==> src/rtl/tm1638_key_reader_if.sv <==
// Host/pad-side signal bundle of the TM1638 key reader.
interface tm1638_key_reader_if;
   logic       start;
   logic       dio_in;
   logic       stb;
   logic       sclk;
   logic       dio_out;
   logic       dio_oe;
   logic       busy;
   logic [7:0] keys;
   logic       keys_valid;

   modport master (
      output start,
      output dio_in,
      input  stb,
      input  sclk,
      input  dio_out,
      input  dio_oe,
      input  busy,
      input  keys,
      input  keys_valid
   );

   modport slave (
      input  start,
      input  dio_in,
      output stb,
      output sclk,
      output dio_out,
      output dio_oe,
      output busy,
      output keys,
      output keys_valid
   );
endinterface

==> src/rtl/tm1638_key_reader.sv <==
// Reads the four TM1638 key-scan bytes (command 0x42) and packs the 8 panel keys.
// All pin outputs are registered from the current state, so they trail the state by one cycle.
module tm1638_key_reader #(
   parameter int HALF     = 25,
   parameter int WAIT_CYC = 50
) (
   input  logic               clki,
   input  logic               rs,
   tm1638_key_reader_if.slave bus
);
   localparam int CNT_MAX = (HALF > WAIT_CYC) ? HALF : WAIT_CYC;
   localparam int CW      = (CNT_MAX > 1) ? $clog2(CNT_MAX) : 1;
   localparam logic [CW-1:0] HALF_LAST = CW'(HALF - 1);
   localparam logic [CW-1:0] WAIT_LAST = CW'(WAIT_CYC - 1);
   localparam logic [7:0]    CMD_READ  = 8'h42;

   typedef enum logic [2:0] {
      S_IDLE,
      S_SETUP,
      S_CMD,
      S_WAIT,
      S_READ,
      S_END,
      S_DONE
   } state_t;

   state_t        r_state;
   logic [CW-1:0] r_cnt;
   logic          r_phase;
   logic [4:0]    r_bit;
   logic [31:0]   r_shift;
   logic          r_sample;
   logic          r_stb;
   logic          r_sclk;
   logic          r_dio_out;
   logic          r_dio_oe;
   logic          r_busy;
   logic [7:0]    r_keys;
   logic          r_keys_valid;

   logic [7:0]    w_keys;
   logic          w_half_end;
   logic          w_is_cmd;

   assign w_half_end = (r_cnt == HALF_LAST);
   assign w_is_cmd   = (r_state == S_CMD);

   // Byte i of the scan lives in r_shift[8i+7:8i]; only bits 0 and 4 carry panel keys.
   for (genvar gi = 0; gi < 4; gi++) begin : g_pack
      assign w_keys[gi]     = r_shift[8*gi];
      assign w_keys[gi + 4] = r_shift[8*gi + 4];
   end

   always_ff @(posedge clki) begin
      if (rs) begin
         r_state      <= S_IDLE;
         r_cnt        <= '0;
         r_phase      <= 1'b0;
         r_bit        <= '0;
         r_shift      <= '0;
         r_sample     <= 1'b0;
         r_stb        <= 1'b1;
         r_sclk       <= 1'b1;
         r_dio_out    <= 1'b1;
         r_dio_oe     <= 1'b0;
         r_busy       <= 1'b0;
         r_keys       <= 8'h00;
         r_keys_valid <= 1'b0;
      end else begin
         r_keys_valid <= 1'b0;
         r_sample     <= 1'b0;
         // r_sample marks the last cycle of a visible sclk-high read phase
         if (r_sample) begin
            r_shift <= {bus.dio_in, r_shift[31:1]};
         end
         case (r_state)
            S_IDLE: begin
               r_stb     <= 1'b1;
               r_sclk    <= 1'b1;
               r_dio_out <= 1'b1;
               r_dio_oe  <= 1'b0;
               r_busy    <= 1'b0;
               if (bus.start) begin
                  r_state <= S_SETUP;
                  r_cnt   <= '0;
               end
            end
            S_SETUP: begin
               r_stb     <= 1'b0;
               r_sclk    <= 1'b1;
               r_dio_out <= CMD_READ[0];
               r_dio_oe  <= 1'b1;
               r_busy    <= 1'b1;
               if (w_half_end) begin
                  r_state <= S_CMD;
                  r_cnt   <= '0;
                  r_phase <= 1'b0;
                  r_bit   <= '0;
               end else begin
                  r_cnt <= r_cnt + 1'b1;
               end
            end
            S_CMD, S_READ: begin
               r_stb     <= 1'b0;
               r_sclk    <= r_phase;
               r_dio_oe  <= w_is_cmd;
               r_dio_out <= w_is_cmd ? CMD_READ[r_bit[2:0]] : 1'b1;
               r_busy    <= 1'b1;
               r_sample  <= !w_is_cmd && r_phase && w_half_end;
               if (w_half_end) begin
                  r_cnt   <= '0;
                  r_phase <= ~r_phase;
                  if (r_phase) begin
                     if (w_is_cmd && r_bit == 5'd7) begin
                        r_state <= S_WAIT;
                        r_bit   <= '0;
                     end else if (!w_is_cmd && r_bit == 5'd31) begin
                        r_state <= S_END;
                        r_bit   <= '0;
                     end else begin
                        r_bit <= r_bit + 5'd1;
                     end
                  end
               end else begin
                  r_cnt <= r_cnt + 1'b1;
               end
            end
            S_WAIT: begin
               r_stb     <= 1'b0;
               r_sclk    <= 1'b1;
               r_dio_out <= 1'b1;
               r_dio_oe  <= 1'b0;
               r_busy    <= 1'b1;
               if (r_cnt == WAIT_LAST) begin
                  r_state <= S_READ;
                  r_cnt   <= '0;
                  r_phase <= 1'b0;
                  r_bit   <= '0;
               end else begin
                  r_cnt <= r_cnt + 1'b1;
               end
            end
            S_END: begin
               r_stb     <= 1'b0;
               r_sclk    <= 1'b1;
               r_dio_out <= 1'b1;
               r_dio_oe  <= 1'b0;
               r_busy    <= 1'b1;
               if (w_half_end) begin
                  r_state <= S_DONE;
                  r_cnt   <= '0;
               end else begin
                  r_cnt <= r_cnt + 1'b1;
               end
            end
            S_DONE: begin
               r_stb        <= 1'b1;
               r_sclk       <= 1'b1;
               r_dio_out    <= 1'b1;
               r_dio_oe     <= 1'b0;
               r_busy       <= 1'b0;
               r_keys       <= w_keys;
               r_keys_valid <= 1'b1;
               r_state      <= S_IDLE;
            end
            default: begin
               r_state <= S_IDLE;
            end
         endcase
      end
   end

   assign bus.stb        = r_stb;
   assign bus.sclk       = r_sclk;
   assign bus.dio_out    = r_dio_out;
   assign bus.dio_oe     = r_dio_oe;
   assign bus.busy       = r_busy;
   assign bus.keys       = r_keys;
   assign bus.keys_valid = r_keys_valid;
endmodule

==> src/flat_wrapper.sv <==
// flat-port wrapper written by rule: the top's interface ports become plain ports
module tm1638_key_reader_flat 
#(
   parameter int HALF     = 25,
   parameter int WAIT_CYC = 50
)
  (clki, rs, bus_start, bus_dio_in, bus_stb, bus_sclk, bus_dio_out, bus_dio_oe, bus_busy, bus_keys, bus_keys_valid);
  tm1638_key_reader_if bus_i ();
  input  logic clki;
  input  logic rs;
  input wire logic [$bits(bus_i.start)-1:0] bus_start;
  input wire logic [$bits(bus_i.dio_in)-1:0] bus_dio_in;
  output wire logic [$bits(bus_i.stb)-1:0] bus_stb;
  output wire logic [$bits(bus_i.sclk)-1:0] bus_sclk;
  output wire logic [$bits(bus_i.dio_out)-1:0] bus_dio_out;
  output wire logic [$bits(bus_i.dio_oe)-1:0] bus_dio_oe;
  output wire logic [$bits(bus_i.busy)-1:0] bus_busy;
  output wire logic [$bits(bus_i.keys)-1:0] bus_keys;
  output wire logic [$bits(bus_i.keys_valid)-1:0] bus_keys_valid;
  assign bus_i.start = bus_start;
  assign bus_i.dio_in = bus_dio_in;
  assign bus_stb = bus_i.stb;
  assign bus_sclk = bus_i.sclk;
  assign bus_dio_out = bus_i.dio_out;
  assign bus_dio_oe = bus_i.dio_oe;
  assign bus_busy = bus_i.busy;
  assign bus_keys = bus_i.keys;
  assign bus_keys_valid = bus_i.keys_valid;
  tm1638_key_reader #(.HALF(HALF), .WAIT_CYC(WAIT_CYC)) u_core (.clki(clki), .rs(rs), .bus(bus_i));
endmodule
==> config.mk <==
export PLATFORM = sky130hd
export DESIGN_NAME = tm1638_key_reader_flat
export DESIGN_NICKNAME = d
export VERILOG_FILES = /design/src/rtl/tm1638_key_reader_if.sv /design/src/rtl/tm1638_key_reader.sv /design/src/flat_wrapper.sv
export SDC_FILE = /design/constraint.sdc
export NUM_CORES = 1
export LEC_CHECK = 0
export CAP_MARGIN = 20
export CORE_MARGIN = 4
export CORE_UTILIZATION = 35
export CTS_CLUSTER_DIAMETER = 150
export DETAILED_ROUTE_END_ITERATION = 10
export PLACE_DENSITY_LB_ADDON = 0.08
export SYNTH_ARGS = -nofsm -noshare
export SYNTH_HDL_FRONTEND = slang
export SYNTH_SLANG_ARGS = --single-unit
export TNS_END_PERCENT = 20
==> constraint.sdc <==
create_clock -name clki -period 2.36 [get_ports clki]
set_clock_uncertainty 0.2 [all_clocks]
set_input_delay 0.59 -clock clki [delete_from_list [all_inputs] [get_ports clki]]
set_output_delay 0.59 -clock clki [all_outputs]
set_load 0.01 [all_outputs]
==> results of run 1 <==
==> logic make-up (layout without fill, tap and decap cells) <==
group | after synthesis | in the layout | synth area share, %
AOI/OAI and AO/OA | 47 | 47 | 11.5
adders and majority gates | 5 | 5 | 2.30
and+or+nand+nor | 118 | 118 | 20.4
xor gates and xnor gates | 5 | 5 | 1.61
DFF | 63 | 63 | 46.3
muxes | 36 | 36 | 13.3
buffers and inverters | 26 | 51 | 4.68
==> synthesized netlist by cell type, drive strengths merged (4+ instances only) <==
cell,count,area share [%]
a21oi,21,3.9
nor2,53,7.6
nand2b,7,1.7
xor2,4,1.3
o21ai,6,1.2
mux2i,35,13
nand3,7,1.3
clkbuf,9,1.2
nor3,6,1.1
nand2,27,3.7
buf,9,2.3
ha,5,2.3
dfxtp,63,46
inv,8,1.1
==> placed cells by master, fill, tap and decap left out, types with 2 or more instances in the layout <==
cell type	n
nand2b_1	6
mux2i_1	35
a21oi_1	21
nor2_1	51
and2_1	3
nor3_1	6
and4bb_1	2
nor3b_1	2
xor2_1	4
buf_4	9
nand2_1	27
or2_2	3
clkinv_4	2
clkbuf_8	9
a31oi_1	2
clkdlybuf4s50_1	16
o32ai_1	2
dfxtp_1	62
ha_1	5
nand3_1	7
nand3b_1	2
bufinv_16	2
o21ai_0	5
inv_1	8
==> metrics by stage <==
| stage | hold slack, ns | setup WS [ns] | utilization, % | instance area [um2] | std cells |
|---|---|---|---|---|---|
| floorplan | 0.231 | 0.317 | - | 2730 | 300 |
| global route | 0.284 | 0.0800 | 43.6 | 3230 | 424 |
| global placement | 0.240 | 0.225 | 40.6 | 3010 | 408 |
| CTS | 0.258 | 0.170 | 43.6 | 3230 | 424 |
| finish | 0.254 | 0.226 | 43.6 | 3230 | 424 |
| detailed placement | 0.247 | 0.182 | 40.6 | 3010 | 408 |
==> registers in the layout, indices dropped and copies added, names as in the netlist, named ones only <==
signal	flops
u_core.r_shift	32
u_core.r_cnt	6
u_core.bus.dio_out	1
u_core.r_phase	1
u_core.bus.busy	1
u_core.bus.sclk	1
u_core.r_bit	5
u_core.bus.keys	8
u_core.bus.keys_valid	1
u_core.bus.dio_oe	1
u_core.r_state	3
u_core.bus.stb	1
u_core.r_sample	1
==> timing repair <==
action	CTS	global route
endpoints found under the hold margin	0	0
gates resized for setup	0	1
setup endpoints to repair	0	1
==> layer usage <==
metal / vias to the layer above / GRT usage, % / share of wire [%]
met2: 24 / 17.9 / 43
li1: 1069 / - / -
met5: - / 0 / 0
met1: 968 / 17.4 / 53
met3: 8 / 3.36 / 3.1
met4: 0 / 5.33 / 1.5
==> cell type report <==
cell class	count	area (um2)
Fill cell	768	4180
Multi-Input combinational cell	211	1340
Sequential cell	63	1260
Clock buffer	10	128
Inverter	8	30.0
Timing Repair Buffer	27	253
Clock inverter	6	93.8
Tap cell	99	124
==> worst min-delay path, stage by stage (launching register included) <==
cell	delay [ns]
dfxtp_1	0.31
nand2_1	0.05
a21oi_1	0.05
==> worst paths after layout <==
path / endpoint
max reg2reg: flip-flop
max: flip-flop
min reg2reg: u_core.bus.keys[0]
min: u_core.bus.keys[0]
==> report_power, final <==
part           switching, mW  internal [mW]  total, mW  leakage (nW)
Clock                  0.438          0.602       1.04         0.107
Combinational          0.291          0.247      0.538         0.490
Sequential            0.0755           1.13       1.21         0.509
==> results.py, run 1 <==
metrics = {
    "timing": {
        "min_period_ns": 2.13,
        "slew_violations": 0,
        "tns_ns": 0,
        "hold_violations": 0,
        "setup_viol": 0,
        "min_period_over_period_pct": 90.4,
        "slew_headroom_pct": 65.6,
        "tightestPinTransition_ns": 0.516,
        "max_freq_mhz": 469,
        "grt_setup_unrepaired": "no",
    },
    "critical_path": {
        "cp_common_cell": "ha_1",
        "cp_top_family": "compound AO/OA/AOI/OAI gates",
        "cpMaxStageDelayCell": "dfxtp_1",
        "reg2reg_from": "u_core.r_bit[1]",
        "critPathCaptureType": "flip-flop",
        "path_class": "flip-flop to flip-flop",
        "cp.required_ns": 2.38,
        "rrSetupSlack_ns": 0.23,
        "crit_cells": 8,
        "reg2reg_depth": 8,
        "cp_data_arrival_time_ns": 2.16,
        "cp-start-kind": "flip-flop",
        "cp.buffers_inverters": 0,
        "crit_start": "u_core.r_bit[1]",
        "crit_chain": "ha_1 > and3_1 > ha_1 > o22a_1 > nor2_2 > o21ai_0 > a31oi_1 > o22ai_2",
        "max_stage_delay_ns": 0.36,
        "worstPathMaxFanout": 6,
    },
    "place": {
        "numPortBuffers": 17,
        "gp_congestion": 0.752,
        "hpwlAfterDp_um": 3540,
    },
    "clock_tree": {
        "htree_levels": 3,
        "cts_root_buffer": "clkbuf_8",
        "clockBufferDepth": 2,
        "path_clk_slew_ns": 0.07,
        "clock_sinks": 63,
        "cts-buffers-inserted": 9,
        "clk_latency_ns": 0.33,
        "cts_setup_buffers": 0,
        "cts_tree": "done",
        "cts.hold.buffers_added": 0,
    },
    "flow_run": {
        "cap_violations": 0,
    },
    "global_route": {
        "grt_pass1_vias": 1942,
        "grt-ovfl-total": 0,
        "track_usage_pct": 12.5,
        "antenna_found_initial": 0,
        "grt_pass1_wl_um": 9100,
        "grt_max_degree": 52,
    },
    "logic_synthesis": {
        "syn_nets": 309,
        "synthCells": 300,
        "ys_ff_latch": 63,
        "synth-edff-count": 0,
        "async_flop_share_pct": 0,
        "synth.distinct_cells": 49,
        "synth_flop_cell": "dfxtp_1",
        "netlist_area_mm2": 0.00273,
        "yosysSeqAreaShare_pct": 46.3,
        "ys_warn_count": 0,
        "synth_area_per_cell_um2": 9.08,
    },
    "power_and_ir_drop": {
        "vdd_drop_max_uv": 292,
        "power_mw": 2.78,
        "power_density_mw_per_mm2": 862,
        "p_leak_nw": 1.11,
    },
    "floorplan": {
        "die_area_mm2": 0.00926,
        "start_util_pct": 36.8,
        "row_count": 31,
        "io_pins": 18,
        "core_area_mm2": 0.00741,
        "die_x_um": 96.2,
        "die_h_um": 96.2,
    },
    "drt": {
        "drt_iter0_drc": 70,
        "drt_pass1_iterations": 4,
        "dr_total_vias": 2069,
        "wl_um": 5260,
        "ant_nets": 0,
        "avgRoutedWirePerCell_um": 12.4,
        "route.detailed.drc": 0,
        "via_per_inst": 4.88,
    },
    "status": {
        "status": "complete, no violations",
    },
    "min_path": {
        "hold_class": "flip-flop to flip-flop",
        "min_path_cells": 2,
        "worstHoldStart": "u_core.bus.keys[0]",
    },
    "final_layout": {
        "drive_gt1_share_pct": 11.7,
        "diodes": 0,
        "nets": 329,
        "area_growth_pct": 18.5,
    },
}
(Power assumes the default switching activity.)
==> run 2, diff against run 1 <==
==> constraint.sdc (replaced) <==
create_clock -name clki -period 2.36 [get_ports clki]
set_clock_uncertainty 0.2 [all_clocks]
set_input_delay 0.472 -clock clki [delete_from_list [all_inputs] [get_ports clki]]
set_output_delay 0.472 -clock clki [all_outputs]
set_load 0.01 [all_outputs]
==> run 2 against run 1 <==
- core utilization down 0.90 points
- final cell count down 0.47%
- register-to-register slack worse by 0.05 ns
- power down 8.4%
- die area unchanged
- critical path depth unchanged
- critical path type unchanged
- global-route usage up 0.48 points
- flip-flop and latch count unchanged
- clock power down 22%
- largest power group unchanged
==> results.py, run 2 (synthesis results as in run 1) <==
metrics = {
    "global_route": {
        "grt_pass1_vias": 1981,
        "grt_pass1_wl_um": 9190,
        "track_usage_pct": 13.0,
        "grt_max_degree": 49,
        "antenna_found_initial": 0,
        "grt-ovfl-total": 0,
    },
    "timing": {
        "min_period_over_period_pct": 92.4,
        "min_period_ns": 2.18,
        "slew_headroom_pct": 66.1,
        "tightestPinTransition_ns": 0.509,
        "max_freq_mhz": 458,
        "hold_slack_ns": 0.253,
        "tns_ns": 0,
        "setup_viol": 0,
        "grt_setup_unrepaired": "no",
        "hold_violations": 0,
        "slew_violations": 0,
    },
    "clock_tree": {
        "clk_latency_ns": 0.34,
        "cts_resized": 0,
        "htree_levels": 3,
        "cts_tree": "done",
        "cts-buffers-inserted": 9,
        "path_clk_slew_ns": 0.07,
        "cts_setup_buffers": 0,
        "cts_root_buffer": "clkbuf_8",
        "cts.hold.buffers_added": 0,
        "clockBufferDepth": 2,
        "clock_sinks": 63,
    },
    "drt": {
        "drt_pass1_iterations": 4,
        "avgRoutedWirePerCell_um": 12.5,
        "route.detailed.drc": 0,
        "via_per_inst": 4.82,
        "dr_total_vias": 2036,
        "drt_iter0_drc": 104,
        "ant_nets": 0,
        "wl_um": 5280,
    },
    "critical_path": {
        "reg2reg_depth": 8,
        "path_class": "flip-flop to flip-flop",
        "cp-start-kind": "flip-flop",
        "cp_data_arrival_time_ns": 2.21,
        "worstPathMaxFanout": 6,
        "critPathCaptureType": "flip-flop",
        "cp.required_ns": 2.39,
    },
    "final_layout": {
        "diodes": 0,
        "fin_area_mm2": 0.00316,
        "area_growth_pct": 16.1,
        "mostFrequentLayoutCell": "dfxtp_1",
        "largest_reg_flops": 32,
        "drive_gt1_share_pct": 11.1,
        "nets": 327,
        "layout_common_cells": "dfxtp_1 (62), nor2_1 (52), mux2i_1 (35)",
        "largest_register": "u_core.r_shift",
        "instances_no_fill": 422,
    },
    "floorplan": {
        "die_h_um": 96.2,
        "io_pins": 18,
        "core_area_mm2": 0.00741,
        "start_util_pct": 36.8,
        "row_count": 31,
        "die_x_um": 96.2,
        "die_area_mm2": 0.00926,
    },
    "place": {
        "post-place-cells": 406,
        "hpwlAfterDp_um": 3510,
        "place_area_mm2": 0.00299,
        "gp_congestion": 0.803,
        "numPortBuffers": 17,
    },
    "min_path": {
        "min_path_cells": 2,
        "hold_class": "flip-flop to flip-flop",
    },
    "flow_run": {
        "cap_violations": 0,
    },
    "power_and_ir_drop": {
        "p_leak_nw": 1.07,
        "power_density_mw_per_mm2": 807,
        "vdd_drop_max_uv": 328,
        "power_mw": 2.55,
    },
    "status": {
        "status": "complete, no violations",
    },
}
run 2: cell count changes in the layout (fill, tap and decap cells not counted), sizes merged:
cell / previous run / this run
buf: 11 / 9
bufinv: 2 / 0
clkinvlp: 1 / 4
clkbuf: 10 / 9
run 2: worst max-delay path, cell delays in order, from the launching register on:
cell and delay, ns:
dfxtp_1 0.36, ha_1 0.24, and3_1 0.19, ha_1 0.18, o22a_1 0.25, nor2_1 0.23
o21ai_0 0.12, a31oi_1 0.21, o22ai_2 0.09
run 2: where the power goes:
| part | internal [mW] | leakage [nW] | switching (mW) |
|---|---|---|---|
| Sequential | 1.13 | 0.509 | 0.0871 |
| Combinational | 0.246 | 0.480 | 0.276 |
| Clock | 0.379 | 0.0776 | 0.433 |
| Total | 1.76 | 1.07 | 0.796 |
run 2: per-stage QoR:
stage	utilization (%)	setup WS (ns)
after global placement	40.4	0.226
after detailed placement	40.4	0.186
after floorplan	-	0.317
final	42.7	0.179
after CTS	42.7	0.171
after global routing	42.7	0.0385
run 2: final timing paths:
kind / from / endpoint / slack, ns
setup / recovery: u_core.r_bit[1] / flip-flop / 0.18
hold / removal: u_core.bus.keys[4] / u_core.bus.keys[4] / 0.25
setup reg to reg: u_core.r_bit[1] / flip-flop / 0.18
hold reg to reg: u_core.bus.keys[4] / u_core.bus.keys[4] / 0.25
run 2: cell type report:
class / count / area (um2)
clock inverters: 7 / 48.8
flip-flops and latches: 63 / 1260
repair buffers: 25 / 238
multi-input cells: 211 / 1340
clock buffers: 9 / 124
well taps: 99 / 124
inverters: 8 / 30.0
fillers: 778 / 4250
run 2: per-layer routing:
layer | track usage (%) | wire, um | vias up
met5 | 0 | 0 | -
met4 | 6.04 | 112 | 0
met3 | 4.77 | 205 | 10
met2 | 18.7 | 2190 | 21
met1 | 17.1 | 2770 | 942
li1 | - | - | 1063
